### config.mk
export PLATFORM = sky130hd
export DESIGN_NAME = fpmul_round_pack
export DESIGN_NICKNAME = d
export VERILOG_FILES = /design/src/rtl/riscv_types.sv /design/src/rtl/fp_round_inc.sv /design/src/rtl/fpmul_round_pack.sv
export SDC_FILE = /design/constraint.sdc
export NUM_CORES = 1
export LEC_CHECK = 0
export ABC_AREA = 0
export BUFFER_PORTS_ARGS = -buffer_cell sky130_fd_sc_hd__buf_2
export CAP_MARGIN = 10
export CORE_AREA = 2 2 97 145
export CTS_CLUSTER_SIZE = 12
export DETAILED_ROUTE_END_ITERATION = 6
export DIE_AREA = 0 0 99 147
export GPL_TIMING_DRIVEN = 0
export PLACE_DENSITY = 0.65
export RECOVER_POWER = 100
export SETUP_SLACK_MARGIN = 0.5
export SLEW_MARGIN = 20
export SYNTH_ARGS = -nofsm -noshare
export SYNTH_HDL_FRONTEND = slang
export SYNTH_HIERARCHICAL = 1
export SYNTH_SLANG_ARGS = --single-unit
### constraint.sdc
create_clock -name clk -period 3.7 [get_ports clk]
set_input_delay 0.185 -clock clk [delete_from_list [all_inputs] [get_ports clk]]
set_output_delay 0.185 -clock clk [all_outputs]
set_load 0.05 [all_outputs]
### src/rtl/riscv_types.sv
// rtl/riscv_types.sv - shared types and constants for the FP round/pack pipeline
package riscv_types;

    localparam int RD_W = 5;

    // Control bus forwarded alongside the datapath to the writeback mux.
    typedef struct packed {
        logic [RD_W-1:0] rd;
        logic            reg_write;
        logic            FP_reg_write;
        logic [1:0]      wb_sel;
    } exe_p_mux_bus_type;

    typedef enum logic [2:0] {
        RNE = 3'b000,
        RTZ = 3'b001,
        RDN = 3'b010,
        RUP = 3'b011,
        RMM = 3'b100
    } rm_e;

    // Bit positions inside fflags = {NV,DZ,OF,UF,NX}
    localparam int FF_NX = 0;
    localparam int FF_UF = 1;
    localparam int FF_OF = 2;
    localparam int FF_DZ = 3;
    localparam int FF_NV = 4;

    localparam logic [31:0] CANON_NAN  = 32'h7FC00000;
    localparam logic [30:0] MAX_FINITE = 31'h7F7FFFFF;
    localparam logic [30:0] INF_MAG    = 31'h7F800000;

    // Everything captured by stage A of the round/pack pipeline.
    typedef struct packed {
        logic              valid;
        logic              sign;
        logic [7:0]        exp;
        logic [46:0]       mant;
        logic              is_nan;
        logic              is_inf;
        logic              is_zero;
        logic              nv;
        logic [2:0]        rm;
        logic              tag;
        exe_p_mux_bus_type bus;
    } stage_a_t;

    typedef struct packed {
        logic              valid;
        logic [31:0]       result;
        logic [4:0]        fflags;
        logic              tag;
        exe_p_mux_bus_type bus;
    } stage_b_t;

endpackage

### src/rtl/fp_round_inc.sv
// rtl/fp_round_inc.sv - rounding increment decision from L/G/S, sign and rounding mode
//
// Ports:
//   lsb, guard, sticky - last kept bit, first dropped bit, OR of remaining dropped bits
//   sign               - sign of the value being rounded
//   rm                 - rounding mode (reserved encodings behave as RNE)
//   inc                - 1 when the truncated magnitude must be incremented
module fp_round_inc
    import riscv_types::*;
(
    input  logic       lsb,
    input  logic       guard,
    input  logic       sticky,
    input  logic       sign,
    input  logic [2:0] rm,
    output logic       inc
);

    always_comb begin
        inc = 1'b0;
        case (rm)
            RTZ:     inc = 1'b0;
            RDN:     inc = (guard | sticky) & sign;
            RUP:     inc = (guard | sticky) & ~sign;
            RMM:     inc = guard;
            default: inc = guard & (sticky | lsb);
        endcase
    end

endmodule

### src/rtl/fpmul_round_pack.sv
// rtl/fpmul_round_pack.sv - two-stage rounding and IEEE-754 single packing after the FP multiplier
//
// Ports:
//   clk, rst_n            - clock, asynchronous active-low reset
//   en                    - advance both stages (0 holds)
//   clear                 - clear[1] flushes stage A, clear[0] flushes stage B
//   valid_i .. nv_i       - unrounded multiplier result and special-case flags
//   rm                    - resolved rounding mode
//   P_signal              - side-band tag, forwarded with the result
//   pipeline_signals_i    - control bus, forwarded in lockstep
//   valid_o, result_o     - stage B valid and packed single
//   fflags_o              - {NV,DZ,OF,UF,NX}
//   P_O_signal            - forwarded tag
//   pipeline_signals_o    - control bus at stage B
//   uu_rd, uu_reg_write,
//   uu_FP_reg_write       - {stage A, stage B} destination info for hazard/clear logic
module fpmul_round_pack
    import riscv_types::*;
#(
    parameter int addr_width = 5,
    parameter int num_rds    = 2
) (
    input  logic                          clk,
    input  logic                          rst_n,
    input  logic                          en,
    input  logic [num_rds-1:0]            clear,
    input  logic                          valid_i,
    input  logic                          sign_i,
    input  logic [7:0]                    exp_i,
    input  logic [46:0]                   mant_i,
    input  logic                          is_nan_i,
    input  logic                          is_inf_i,
    input  logic                          is_zero_i,
    input  logic                          nv_i,
    input  logic [2:0]                    rm,
    input  logic                          P_signal,
    input  exe_p_mux_bus_type             pipeline_signals_i,
    output logic                          valid_o,
    output logic [31:0]                   result_o,
    output logic [4:0]                    fflags_o,
    output logic                          P_O_signal,
    output exe_p_mux_bus_type             pipeline_signals_o,
    output logic [addr_width*num_rds-1:0] uu_rd,
    output logic [num_rds-1:0]            uu_reg_write,
    output logic [num_rds-1:0]            uu_FP_reg_write
);

    stage_a_t a_q;
    stage_b_t b_q;
    stage_b_t b_d;

    always_ff @(posedge clk or negedge rst_n) begin
        if (!rst_n) begin
            a_q <= '0;
        end else if (clear[1]) begin
            a_q <= '0;
        end else if (en) begin
            a_q <= '{valid: valid_i, sign: sign_i, exp: exp_i, mant: mant_i,
                     is_nan: is_nan_i, is_inf: is_inf_i, is_zero: is_zero_i,
                     nv: nv_i, rm: rm, tag: P_signal, bus: pipeline_signals_i};
        end
    end

    logic inc;
    logic sticky;
    logic inexact;
    logic special;
    logic overflow;
    logic to_inf;
    logic [30:0] rounded;

    assign sticky  = |a_q.mant[22:0];
    assign inexact = a_q.mant[23] | sticky;
    assign special = a_q.is_nan | a_q.is_inf | a_q.is_zero;

    fp_round_inc u_round_inc (
        .lsb    (a_q.mant[24]),
        .guard  (a_q.mant[23]),
        .sticky (sticky),
        .sign   (a_q.sign),
        .rm     (a_q.rm),
        .inc    (inc)
    );

    // Carry out of the fraction lands in the exponent field, which handles
    // both 1.111..+ulp renormalisation and subnormal-to-normal promotion.
    assign rounded  = {a_q.exp, a_q.mant[46:24]} + {30'b0, inc};
    assign overflow = (a_q.exp == 8'hFF) || (rounded[30:23] == 8'hFF);

    // Directed modes saturate to max finite unless they round away from zero.
    always_comb begin
        to_inf = 1'b1;
        case (a_q.rm)
            RTZ:     to_inf = 1'b0;
            RDN:     to_inf = a_q.sign;
            RUP:     to_inf = ~a_q.sign;
            default: to_inf = 1'b1;
        endcase
    end

    always_comb begin
        b_d        = '0;
        b_d.valid  = a_q.valid;
        b_d.tag    = a_q.tag;
        b_d.bus    = a_q.bus;
        if (a_q.is_nan) begin
            b_d.result        = CANON_NAN;
            b_d.fflags[FF_NV] = a_q.nv;
        end else if (a_q.is_inf) begin
            b_d.result = {a_q.sign, INF_MAG};
        end else if (a_q.is_zero) begin
            b_d.result = {a_q.sign, 31'b0};
        end else if (overflow) begin
            b_d.result        = {a_q.sign, to_inf ? INF_MAG : MAX_FINITE};
            b_d.fflags[FF_OF] = 1'b1;
            b_d.fflags[FF_NX] = 1'b1;
        end else begin
            b_d.result        = {a_q.sign, rounded};
            b_d.fflags[FF_NX] = inexact;
            b_d.fflags[FF_UF] = inexact & (a_q.exp == 8'h00);
        end
        if (!a_q.valid || special)
            b_d.fflags[FF_NX] = 1'b0;
        if (!a_q.valid)
            b_d.fflags = '0;
    end

    always_ff @(posedge clk or negedge rst_n) begin
        if (!rst_n) begin
            b_q <= '0;
        end else if (clear[0]) begin
            b_q <= '0;
        end else if (en) begin
            b_q <= b_d;
        end
    end

    assign valid_o            = b_q.valid;
    assign result_o           = b_q.result;
    assign fflags_o           = b_q.fflags;
    assign P_O_signal         = b_q.tag;
    assign pipeline_signals_o = b_q.bus;
    assign uu_rd              = {a_q.bus.rd, b_q.bus.rd};
    assign uu_reg_write       = {a_q.bus.reg_write, b_q.bus.reg_write};
    assign uu_FP_reg_write    = {a_q.bus.FP_reg_write, b_q.bus.FP_reg_write};

endmodule
; ---- Yosys cells after proc, flatten, opt, wreduce, memory -nomap -nowiden
; Index checks and enable logic that the tools add are counted.
[classes]
add_sub_neg = 1
mul = 0
div_mod_pow = 0
n_lt_le_gt_ge = 0
eq_ne = 6
shifts = 0
muxes = 20
bitwise_logic = 9
n_reduce_logical = 7
[op_table]
columns = op, count
row1 = $mux 74, 2
row2 = $mux 48, 2
row3 = $mux 31, 3
row4 = $mux 32, 1
row5 = $add 31x1->31, 1
row6 = $mux 24, 1
row7 = $reduce_or 23->1, 1
row8 = $eq 8x8->1 const B, 2
row9 = $mux 3, 3
row10 = $logic_not 8->1, 1
row11 = $eq 3x2->1 const B, 2
row12 = $mux 1, 5
row13 = $mux 5, 1
row14 = $and 1x1->1, 4
row15 = $or 1x1->1, 4
row16 = $pmux 1 s4, 1
row17 = $reduce_bool 2->1, 2
row18 = $eq 3x1->1 const B, 1
row19 = $eq 3x3->1 const B, 1
row20 = $pmux 1 s3, 1
row21 = $logic_or 1x1->1, 2
row22 = $logic_not 1->1, 1
row23 = $not 1->1, 1
[totals]
reg_bits = 122
latchBits = 0
mem_bits_rw = 0
rom_bits = 0
in_bits = 79
output_inout_bits = 62
word_cells = 65
mem_count = 0

; ---- Logic depth before layout (Yosys ltp)
[logic_depth]
depth_word = 15
depth_mapped = 14
mapped_depth_nobuf = 13

; ---- Hierarchy
; Netlist, hierarchy kept.
[by_module_without_submodules]
columns = module, n_inst, cells_each, area_each_um2, seq_area_each_um2
row1 = fpmul_round_pack, 1, 544, 5821.8, 3027.9
row2 = fp_round_inc, 1, 7, 55.1, 0.0

; ---- Worst setup path after synthesis
; OpenSTA, ideal clock, no wires.
[synth_path]
path_type = reg2reg
from = register a_q[33] (netlist bit)
to = register b_q, in the netlist result_o[11]
setup_ps = 153
arrival_time_ps = 3011
required_time_ps = 3547
slack_ps = 535
path_stages_with_launch = 15
path_buffers = 1
synth_period_minus_slack_ps = 3165
cell_sequence = dfrtp_1 nor4_1 nand4_1 or2_2 nor2_1 o21ai_0 a311o_1 ha_1 ha_1 nand3_1 nor4_1 o211a_1 o211ai_1 clkbuf_1 o311ai_0
[synth_via]
elab_chain_cells = 13
elab_cells_between_ends = 16
cone_classes = add/sub (1) / eq/ne (1) / mux (7) / bitwise (5) / reduce/logical (2)
[synth_lines]
columns = item, line_no
row1 = start: declaration, fpmul_round_pack.sv:48  ; stage_a_t a_q;
row2 = start signal: assignment, fpmul_round_pack.sv:58  ; a_q <= '{valid: valid_i, sign: sign_i, exp: exp_i, mant: mant_i,
row3 = $reduce_or 23->1 *, fpmul_round_pack.sv:72  ; assign sticky = |a_q.mant[22:0];
row4 = via sticky, fpmul_round_pack.sv:65  ; logic sticky;
row5 = "$or 1x1->1, on equally long branches", "fp_round_inc.sv:26, fp_round_inc.sv:23, fp_round_inc.sv:24"
row6 = "$and 1x1->1, on equally long branches", "fp_round_inc.sv:26, fp_round_inc.sv:23, fp_round_inc.sv:24"
row7 = $pmux 1 s4 *, fp_round_inc.sv:21  ; case (rm)
row8 = via inc, fpmul_round_pack.sv:64  ; logic inc;
row9 = $add 31x1->31 *, fpmul_round_pack.sv:87  ; assign rounded = {a_q.exp, a_q.mant[46:24]} + {30'b0, inc};
row10 = $eq 8x8->1, fpmul_round_pack.sv:88  ; assign overflow = (a_q.exp == 8'hFF) || (rounded[30:23] == 8'hFF);
row11 = $logic_or 1x1->1, fpmul_round_pack.sv:88
row12 = $mux 31 *, fpmul_round_pack.sv:113  ; end else if (overflow) begin
row13 = $mux 31 *, fpmul_round_pack.sv:111  ; end else if (a_q.is_zero) begin
row14 = $mux 31 *, fpmul_round_pack.sv:109  ; end else if (a_q.is_inf) begin
row15 = $mux 32 *, fpmul_round_pack.sv:106  ; if (a_q.is_nan) begin
row16 = $mux 48 *, fpmul_round_pack.sv:133  ; end else if (en) begin
row17 = $mux 48 *, fpmul_round_pack.sv:131  ; end else if (clear[0]) begin
row18 = end signal: assignment, fpmul_round_pack.sv:130  ; b_q <= '0;
row19 = end signal: assignment, fpmul_round_pack.sv:132  ; b_q <= '0;
row20 = end signal: assignment, fpmul_round_pack.sv:134  ; b_q <= b_d;
row21 = end: declaration, fpmul_round_pack.sv:49  ; stage_b_t b_q;
; Mark *: on every way through the listed nets, which the timed path passes. The rest lies on a longest branch. The select of a mux whose other input is x is not followed.
; A chain may end at the register's enable or synchronous reset.

; ---- Worst setup path in the final report
[layout_path]
from = register a_q[25] (netlist bit)
to = register b_q, in the netlist result_o[16]
; The elaborated chain is that of the path after synthesis.

==> impl_metrics.ini <==
[worst_setup_path]
reg2reg_depth = 14
path_delay_family = simple AND/OR/NAND/NOR gates
crit_buf_inv = 1
r2r_end = result_o[16]$_DFFE_PN0P_
path_class = flop to flop
max_stage_delay_ns = 0.38
end_kind = flop
critPathArrivalTime_ns = 3.71
crit_fanout = 9
cp_common_cell = ha_4
rr_startpoint = a_q[25]$_DFFE_PN0P_
path_cells = nor4_1, nand2_1, or2_0, nor2_4, nor4b_1, a311o_1, ha_4, ha_4, nand3_4, or3_1, clkbuf_1, nor2_1, xnor2_1, o311ai_4
cp.required_ns = 4.01
r2r_setup_slack_ns = 0.30
crit_slowest_cell = dfrtp_1
start_kind = flop

[drt]
drt_wl_total_microns = 16640
wl_per_cell_microns = 18.37
dr.pass1.iters = 4
via_per_inst = 5.445
vias = 4933
ant_nets = 0
drc_errors = 0
drt_iter0_drc = 213

[grt]
grt_pass1_wl_microns = 25900
grt_pass1_vias = 5214
grt_overflow = 0
grt_usage_pct = 22.57
grt_max_degree = 82
antenna_found_initial = 0

[run_status]
failed_checks = max-capacitance violations, max-slew violations
outcome = finished with violations

[synth]
yosysUniqueCellTypes = 55
synth-seq-cells = 121
yosysTopAreaCellShare_pct = 51.52
synthArstFlopShare_pct = 100.0
synth-seq-area-share_pct = 51.52
synth_top_area_cell = dfrtp_1
yosys_most_used_dff = dfrtp_1
postSynthAreaPerCell_sq_um = 10.67
ys_warn_count = 6
synth_edf_count = 0
syn_nets = 632
syn_area_sq_um = 5877
netlist_instances = 551
ys_top_cells_by_area = dfrtp_1 (52%), mux2i_1 (15%), nor2_1 (6.3%)

[hold_path]
hold_end = a_q[66]$_DFFE_PN0P_
min-delay-start = exp_i[2]
worstHoldPathCells = 3
hold_class = primary input to flop

[timing]
worst_pin_slew_ns = 2.337
period_share_pct = 91.94
setup_slack_ns = 0.2983
grt_setup_unrepaired = true
fin_crit_ns = 3.402
slew_headroom_pct = -55.79
max_freq_mhz = 294.0
drv_slew = 41
report.final.hold_viol_count = 0
fin_skew_ns = 0.01034
setup_viol = 0

[power_and_ir_drop]
ir_worst_vdd_mv = 0.3552
finalPower_mw = 3.510
power_density_nw_per_um2 = 440.1
p_leak_nw = 3.699

[finish]
nets = 814
post-route-util_pct = 59.78
stdcell_count = 906
drive_gt1_share_pct = 26.21
fillers = 1162
syn2layout_area_growth_pct = 35.68
diodes = 0

[floorplan]
die_h_microns = 147
die-area_sq_um = 14550
start_util_pct = 44.06
dieWidth_microns = 99
io_pins = 141
coreArea_sq_um = 13340
rows = 52

[place]
place.gp.congestion = 0.8590
place_inst = 850
pre_cts_ws_ns = -0.05922
io_buffers = 136
dp_hpwl_microns = 11350

[job]
maxCapViolCount = 1

[clock_tree]
htree_num_levels = 4
cts_tree = done
cts_buffer_depth = 2
clock_sinks = 121
cts_root_buffer = clkbuf_16
clk_pin_slew_ns = 0.06
numCtsBuffers = 17
insertion_delay_ns = 0.42
cells in the mapped netlist (2+ instances only):
cell      instances
a21oi_1           9
and3_1            4
o31a_1            2
xor2_1           14
buf_6             2
nand3_1          12
nor4_1           12
or3_1             3
dfrtp_1         121
a31o_2            2
nor2_1           99
buf_1             8
xnor2_1           9
ha_1              2
nand2_1          35
nand2b_1          2
and2_1            2
nor3_1            9
clkbuf_1         18
o211ai_1          6
buf_4            17
a311o_1           3
o21ai_0           9
nor3_2            2
o311ai_0         18
mux2i_1          86
nand4_1          12
a32o_1            2
nor3b_1           3
buf_2             3
area by class of cell:
cell class                      instances  area (sq um)  area share (%)
Multi-Input combinational cell        380          2955           37.06
Buffer                                 49         314.1           3.938
Clock buffer                           21         460.4           5.774
Tap cell                              162         202.7           2.542
Timing Repair Buffer                  163         909.6           11.41
Sequential cell                       121          3028           37.97
Inverter                                1         3.754         0.04707
Clock inverter                          9         100.1           1.255
worst min-delay path, stage by stage:
cell and delay (ns):
buf_2 0.07, mux2i_1 0.05, nor2_1 0.08
cell usage in the layout, fill, tap and decap left out, types with 9 or more instances in the layout:
cell type	netlist	layout
o311ai_4	0	14
a21oi_1	9	9
mux2i_1	86	86
nand4_1	12	12
buf_4	17	23
clkbuf_16	0	18
clkbuf_1	18	89
xor2_1	14	14
nor2_1	99	97
xnor2_1	9	9
dfrtp_1	121	121
nand2_1	35	34
nand3_1	12	11
buf_2	3	75
buf_6	2	18
logic make-up (layout without fill, tap and decap cells):
group	after synthesis	count (layout)	share of synthesized area [%]
fa+ha+maj	2	2	0.4257
flops	121	121	51.52
mux	86	86	14.65
other cells	1	1	0.06381
buf+inv	50	243	4.620
xor+xnor	23	23	3.428
simple gates	207	207	17.14
compound gates	61	61	8.154
stage by stage:
stage	area (sq um)	hold slack, ns	setup TNS, ns
6_report	7974	0.01314	0
5_1_grt	7974	0.01423	0
4_1_cts	7681	0.002425	0
3_5_place_dp	6794	0.1254	-0.4250
3_3_place_gp	6760	0.4291	-1.069
2_1_floorplan	5877	-0.1106	0
worst max-delay path by stage:
| stage | start | to | slack, ns | depth (start not counted) |
|---|---|---|---|---|
| after CTS | a_q[37]$_DFFE_PN0P_ | result_o[3]$_DFFE_PN0P_ | 0.36 | 15 |
| after floorplan | a_q[33]$_DFFE_PN0P_ | result_o[11]$_DFFE_PN0P_ | 0.54 | 14 |
| final | a_q[25]$_DFFE_PN0P_ | result_o[16]$_DFFE_PN0P_ | 0.30 | 14 |
| after detailed placement | a_q[18]$_DFFE_PN0P_ | result_o[6]$_DFFE_PN0P_ | -0.06 | 14 |
| after global placement | a_q[33]$_DFFE_PN0P_ | result_o[4]$_DFFE_PN0P_ | -0.10 | 14 |
| after global routing | a_q[25]$_DFFE_PN0P_ | result_o[13]$_DFFE_PN0P_ | 0.13 | 14 |
power breakdown:
group	total (mW)	internal [mW]	switching, mW
logic	0.466	0.176	0.290
registers	1.46	1.39	0.0701
clock network	1.58	1.01	0.574
per-layer routing:
layer / wire [microns] / GRT usage [%]
met1: 6358 / 25.23
met2: 8992 / 40.10
met3: 845 / 5.661
met4: 446 / 9.932
met5: 0 / 0
registers in the layout (all words and copies together) (netlist names):
| name | count |
|---|---|
| fflags_o | 4 |
| uu_reg_write | 1 |
| a_q | 67 |
| valid_o | 1 |
| P_O_signal | 1 |
| uu_FP_reg_write | 1 |
| uu_rd | 5 |
| pipeline_signals_o | 9 |
| result_o | 32 |
what timing repair did:
action / in CTS / in global routing
hold buffers: 1 / 0
resized for setup: 52 / 58
setup buffers: 18 / 4
pin swaps: 8 / 29
cloned: 2 / 1
setup endpoints to repair: 30 / 31
hold endpoints to repair: 40 / 0
No activity file was read; power rests on OpenSTA's default activity.
